==> config.mk <==
export PLATFORM = sky130hd
export DESIGN_NAME = lsu_mem_master
export DESIGN_NICKNAME = d
export VERILOG_FILES = /design/src/rtl/lsu_pkg.sv /design/src/rtl/lsu_load_align.sv /design/src/rtl/lsu_mem_master.sv
export SDC_FILE = /design/constraint.sdc
export NUM_CORES = 1
export LEC_CHECK = 0
export ABC_AREA = 1
export CAP_MARGIN = 20
export CORE_MARGIN = 5
export CORE_UTILIZATION = 41
export DETAILED_ROUTE_END_ITERATION = 8
export GPL_ROUTABILITY_DRIVEN = 0
export GPL_TIMING_DRIVEN = 0
export PLACE_DENSITY = 0.75
export RECOVER_POWER = 50
export SLEW_MARGIN = 25
export SYNTH_ARGS = -nofsm -noshare
export SYNTH_HDL_FRONTEND = slang
export SYNTH_SLANG_ARGS = --single-unit
==> constraint.sdc <==
create_clock -name clk -period 1.61 [get_ports clk]
set_input_delay 0.2415 -clock clk [delete_from_list [all_inputs] [get_ports clk]]
set_output_delay 0.2415 -clock clk [all_outputs]
set_load 0.005 [all_outputs]
==> src/rtl/lsu_pkg.sv <==
// Shared constants for the load/store unit: RV32I width codes and FSM encodings.
package lsu_pkg;

    // RV32I funct3 width codes used by loads and stores
    localparam logic [2:0] F3_B  = 3'b000;
    localparam logic [2:0] F3_H  = 3'b001;
    localparam logic [2:0] F3_W  = 3'b010;
    localparam logic [2:0] F3_BU = 3'b100;
    localparam logic [2:0] F3_HU = 3'b101;

    // Master FSM states
    typedef enum logic [1:0] {
        S_IDLE   = 2'd0,
        S_ACCESS = 2'd1,
        S_RESP   = 2'd2
    } lsu_state_e;

endpackage

==> src/rtl/lsu_load_align.sv <==
// Extracts the addressed byte/halfword/word from a memory word and extends it.
module lsu_load_align
    import lsu_pkg::*;
(
    input  logic [2:0]  funct3,
    input  logic [1:0]  addr,
    input  logic [31:0] word,
    output logic [31:0] rdata
);

    logic [31:0] shifted;

    // Shift the addressed lane down to bit 0, then sign- or zero-extend it
    always_comb begin
        shifted = word >> {addr, 3'b000};
        rdata   = shifted;
        case (funct3)
            F3_B:    rdata = {{24{shifted[7]}}, shifted[7:0]};
            F3_BU:   rdata = {24'h0, shifted[7:0]};
            F3_H:    rdata = {{16{shifted[15]}}, shifted[15:0]};
            F3_HU:   rdata = {16'h0, shifted[15:0]};
            default: rdata = shifted;
        endcase
    end

endmodule

==> src/rtl/lsu_mem_master.sv <==
// Load/store initiator for the word-addressed data memory. One request is
// accepted per handshake, checked for legality, issued as a single-cycle
// strobe and answered through a valid/ready response port.
//
// Handshakes: a request transfers on a rising edge where req_valid and
// req_ready are both high; a response transfers on a rising edge where
// resp_valid and resp_ready are both high. Neither side may drop valid or
// change its payload while waiting for the other.
module lsu_mem_master
    import lsu_pkg::*;
#(
    parameter int DEPTH = 1024
) (
    input  logic        clk,
    input  logic        rst_n,
    input  logic        req_valid,
    output logic        req_ready,
    input  logic        req_we,
    input  logic [2:0]  req_funct3,
    input  logic [31:0] req_addr,
    input  logic [31:0] req_wdata,
    output logic        resp_valid,
    input  logic        resp_ready,
    output logic [31:0] resp_rdata,
    output logic        resp_err,
    output logic [31:0] mem_addy,
    output logic [31:0] mem_datain,
    output logic        mem_wen,
    output logic        mem_ren,
    output logic [3:0]  mem_byte_sel,
    input  logic [31:0] mem_dataout,
    output logic [1:0]  dbg_state
);

    localparam logic [31:0] DEPTH_W = 32'(DEPTH);

    lsu_state_e  state;
    logic        we_q;
    logic [2:0]  f3_q;
    logic [1:0]  off_q;

    logic        f3_ok;
    logic        is_h;
    logic        is_w;
    logic        misaligned;
    logic        out_of_range;
    logic        req_legal;
    logic [3:0]  bsel_d;
    logic [31:0] din_d;
    logic [31:0] load_rdata;

    assign req_ready = (state == S_IDLE);
    assign dbg_state = state;

    // Classify the incoming request: width code, alignment, address range
    always_comb begin
        f3_ok = 1'b0;
        case (req_funct3)
            F3_B, F3_H, F3_W: f3_ok = 1'b1;
            F3_BU, F3_HU:     f3_ok = !req_we;
            default:          f3_ok = 1'b0;
        endcase
        is_h         = (req_funct3 == F3_H) || (req_funct3 == F3_HU);
        is_w         = (req_funct3 == F3_W);
        misaligned   = (is_h && req_addr[0]) || (is_w && (req_addr[1:0] != 2'b00));
        out_of_range = ({2'b00, req_addr[31:2]} >= DEPTH_W);
        req_legal    = f3_ok && !misaligned && !out_of_range;
    end

    // Store lane steering; loads always read the whole word
    always_comb begin
        bsel_d = 4'b1111;
        din_d  = req_wdata;
        if (req_we) begin
            case (req_funct3)
                F3_B: begin
                    bsel_d = 4'b0001 << req_addr[1:0];
                    din_d  = {4{req_wdata[7:0]}};
                end
                F3_H: begin
                    bsel_d = req_addr[1] ? 4'b1100 : 4'b0011;
                    din_d  = {2{req_wdata[15:0]}};
                end
                default: begin
                    bsel_d = 4'b1111;
                    din_d  = req_wdata;
                end
            endcase
        end
    end

    lsu_load_align u_align (
        .funct3 (f3_q),
        .addr   (off_q),
        .word   (mem_dataout),
        .rdata  (load_rdata)
    );

    // Request/access/response sequencer with registered outputs
    always_ff @(posedge clk or negedge rst_n) begin
        if (!rst_n) begin
            state        <= S_IDLE;
            we_q         <= 1'b0;
            f3_q         <= 3'b000;
            off_q        <= 2'b00;
            resp_valid   <= 1'b0;
            resp_rdata   <= 32'h0;
            resp_err     <= 1'b0;
            mem_ren      <= 1'b0;
            mem_wen      <= 1'b0;
            mem_addy     <= 32'h0;
            mem_datain   <= 32'h0;
            mem_byte_sel <= 4'b0000;
        end else begin
            case (state)
                S_IDLE: begin
                    if (req_valid) begin
                        we_q         <= req_we;
                        f3_q         <= req_funct3;
                        off_q        <= req_addr[1:0];
                        mem_addy     <= {2'b00, req_addr[31:2]};
                        mem_datain   <= din_d;
                        mem_byte_sel <= bsel_d;
                        if (req_legal) begin
                            mem_ren <= !req_we;
                            mem_wen <= req_we;
                            state   <= S_ACCESS;
                        end else begin
                            resp_valid <= 1'b1;
                            resp_err   <= 1'b1;
                            resp_rdata <= 32'h0;
                            state      <= S_RESP;
                        end
                    end
                end
                S_ACCESS: begin
                    mem_ren    <= 1'b0;
                    mem_wen    <= 1'b0;
                    resp_valid <= 1'b1;
                    resp_err   <= 1'b0;
                    resp_rdata <= we_q ? 32'h0 : load_rdata;
                    state      <= S_RESP;
                end
                S_RESP: begin
                    if (resp_ready) begin
                        resp_valid <= 1'b0;
                        resp_err   <= 1'b0;
                        resp_rdata <= 32'h0;
                        state      <= S_IDLE;
                    end
                end
                default: begin
                    mem_ren <= 1'b0;
                    mem_wen <= 1'b0;
                    state   <= S_IDLE;
                end
            endcase
        end
    end

endmodule

==> run metrics <==
first-pass GRT wire length=30200 um; final worst path period need=1.67 ns; total grt overflow=0; worst path bufs/invs=4; power share of the clock group=14.6%; combinational power share=55.7%; Ys Warns=0; Cell Area, Synth=5650 um^2; Worst Hold Class=input pin to flip-flop; Critical Path, Cell by Cell=inv_2 -> ha_2 -> inv_2 -> nor2_4 -> buf_4 -> clkinvlp_4 -> a21oi_1 -> nand4_1 -> nand2_1; GR peak layer=met2; WP data arrival=1.96 ns; clock net sink count=110; Setup crit end kind=flip-flop; P_leak=4.20 nW; post-synthesis adder-cell area fraction=0.886%; clk slew on worst S/H paths=0.07 ns; post-layout util=67.4%; Compound-Gate Fraction of Synth Area=10.7%; CTS Buf Count=9; flops & latches, synth=110; row count=42; status=complete, but fails checks; Top cell by count, worst path=inv_2; Setup WS post-layout=-0.0633 ns; post-route ant nets=0; die area=16200 um^2; largest family of logic cells by synthesized area=simple AND/OR/NAND/NOR gates; final hold slack=0.130 ns; post-detail-place hpwl=14500 um; Cells after Synth=748; Avg Inst Size Synth=7.55 um^2; Die Wd=127 um; Buffers on Ports=208; DRC errors left=0; later-pin clock latency in the skew report=0.35 ns; routed len/inst=16.8 um; WS Path Type=flip-flop to flip-flop; vias post-DR=6077; M2 GR Usage=38.2%; Critical Path RT=1.90 ns; initial antenna violation count=2; Seq pwr share=29.6%; vias per cell=5.11; H-tree levels=3; clk buf depth=2; P&R area growth vs syn=59.8%; WL final=20000 um; synth cell count leaders=291 x nand2_1, 110 x dfrtp_1, 55 x a21oi_1, 54 x nor2_1, 52 x nand3_1; switching share of total power=38.3%; Iteration-0 DRC Markers=521; fin crit share=104%; leading post-synthesis cells by cell area=dfrtp_1 49%, nand2_1 19%, a21oi_1 4.9%; Worst-Margin Slew=0.840 ns; RSZ-0062 raised after global routing=yes; Total GRT Usage=23.5%; die height=127 um; post-synthesis cell type with the largest combined area=dfrtp_1; ys async rst share=100%; final hold violation count=0; critical path's top delay family=buffers and inverters; largest net degree at the start of global routing=61; top cell type's share of synthesized area=48.7%; Seq/Total Area, Yosys=48.7%; first-pass detailed-route iteration total=6; Top FF cell, synth=dfrtp_1; setup violators final=1; Initial Utilization=42.2%; Crit Path Max Fanout=4; worst vdd ir=1020 uV; Placement Cell Area=7990 um^2; Pwr per Cell Area=1700 nW/um^2; Internal Power=9.45 mW; clock root cell=clkbuf_16; achievable frequency=598 MHz; Max stage delay on crit path=0.42 ns; critical path's slowest cell=dfrtp_1; post-synthesis xor/xnor area fraction=0%; Pwr Total=15.3 mW; cell area after layout=9030 um^2; count leader, synth=nand2_1; M1 GR Usage=28.1%; max cap viols=0; CP startpoint kind=flip-flop; I/O pin count=211; portion of netlist area occupied by mux cells=0%; Final Max Slew Viols=0; share of layout cells above drive strength 1=17.4%; M3 GR Usage=9.18%; simple-gate portion of the synthesized area=32.8%; Psw=5.87 mW; nets=1116; Worst slew margin=44.0%; final setup skew=0.00669 ns; number of synthesized flops with an enable pin=0; CORE AREA=13400 um^2; Netlist cell types=30; vias in the first global route=5874; failing checks=setup timing; CTS tree=built
-- state kept, by name, indices dropped and copies added, names as in the netlist --
| register | count |
|---|---|
| f3_q | 3 |
| resp_valid | 1 |
| mem_ren | 1 |
| mem_wen | 1 |
| dbg_state | 2 |
| off_q | 2 |
| we_q | 1 |
| mem_addy | 30 |
| resp_rdata | 32 |
| resp_err | 1 |
| mem_datain | 32 |
| mem_byte_sel | 4 |
-- cells by family after synthesis --
logic type | after synthesis
AOI/OAI and AO/OA | 114
adders and majority gates | 4
buffers and inverters | 82
DFF | 110
other | 1
and+or+nand+nor | 437
-- power groups by stage --
stage,combinational [mW],clock [mW],sequential [mW]
2_1_floorplan,3.41,0,4.59
6_report,8.54,2.24,4.54
3_5_place_dp,7.04,0,4.57
3_3_place_gp,6.97,0,4.56
5_1_grt,9.30,2.39,4.70
4_1_cts,7.46,2.28,4.53
-- what timing repair did --
item                                    CTS  global route
hold endpoints to repair                 59             0
buffers inserted                          7            25
gates resized for setup                  58           106
cloned                                    0             6
hold buffers                              1             0
endpoints found under the setup margin  111            93
pin swaps                                 5            38
-- tightest hold or removal path: stages --
cell            delay [ns]
dlymetal6s2s_1        0.10
nand2_1               0.06
nand2_1               0.05
-- cell type report --
type	instances	area [um^2]
Sequential cell	110	2750
Inverter	36	148
Clock buffer	11	233
Antenna cell	1	2.50
Timing Repair inverter	1	7.51
Buffer	46	403
Timing Repair Buffer	247	2490
Clock inverter	5	57.6
Multi-Input combinational cell	557	2710
Tap cell	176	220
Fill cell	1108	4370
-- metrics by stage --
step	std cells	setup WS, ns	TNS [ns]
2_1_floorplan	749	0.0330	0
3_3_place_gp	1133	-3.97	-482.80
3_5_place_dp	1134	-0.575	-51.17
4_1_cts	1158	-0.00178	-0.00178
5_1_grt	1190	-0.110	-1.13
6_report	1190	-0.0633	-0.0633
-- routing by layer --
metal	wire length [um]	vias to the layer above
met2	9440	325
li1	-	2915
met5	8	-
met1	7500	2785
met4	710	2
met3	2380	50
-- cells in the final DEF (no fill, tap or decap), types with 2 or more instances in the layout --
master and n:
nand2_1 286, clkdlybuf4s50_1 197, dfrtp_1 109, nand3_1 49, a21oi_1 47, nor2_1 42, buf_4 36, o21ai_0 30
inv_1 25, buf_6 18, nor2_2 17, clkbuf_16 12, nand4_1 11, a31oi_1 10, nor2_4 8, clkbuf_2 8
a21oi_2 8, inv_2 7, or2_2 7, o21ai_1 7, dlymetal6s2s_1 7, buf_8 6, o21ai_2 6, nand3_2 5
buf_2 5, clkbuf_4 5, clkbuf_1 4, nand2_2 3, nand2_4 3, clkinvlp_4 3, inv_4 2, or2_1 2
nand3_4 2, o22a_1 2, ha_2 2, conb_1 2, clkinv_2 2, dlygate4sd2_1 2
-- worst paths after layout --
path / start / endpoint / slack [ns] / depth (start not counted)
hold reg to reg: resp_rdata[5] / resp_rdata[5] / 0.48 / 2
min in group asynchronous: rst_n / resp_rdata[1] / 0.57 / 2
setup reg to reg: dbg_state[1] / resp_rdata[14] / -0.06 / 9
hold / removal: req_addr[13] / mem_addy[11] / 0.13 / 3
max in group asynchronous: rst_n / mem_byte_sel[0] / 0.30 / 3
setup / recovery: dbg_state[1] / resp_rdata[14] / -0.06 / 9
Power figures use the tool's default switching activity.
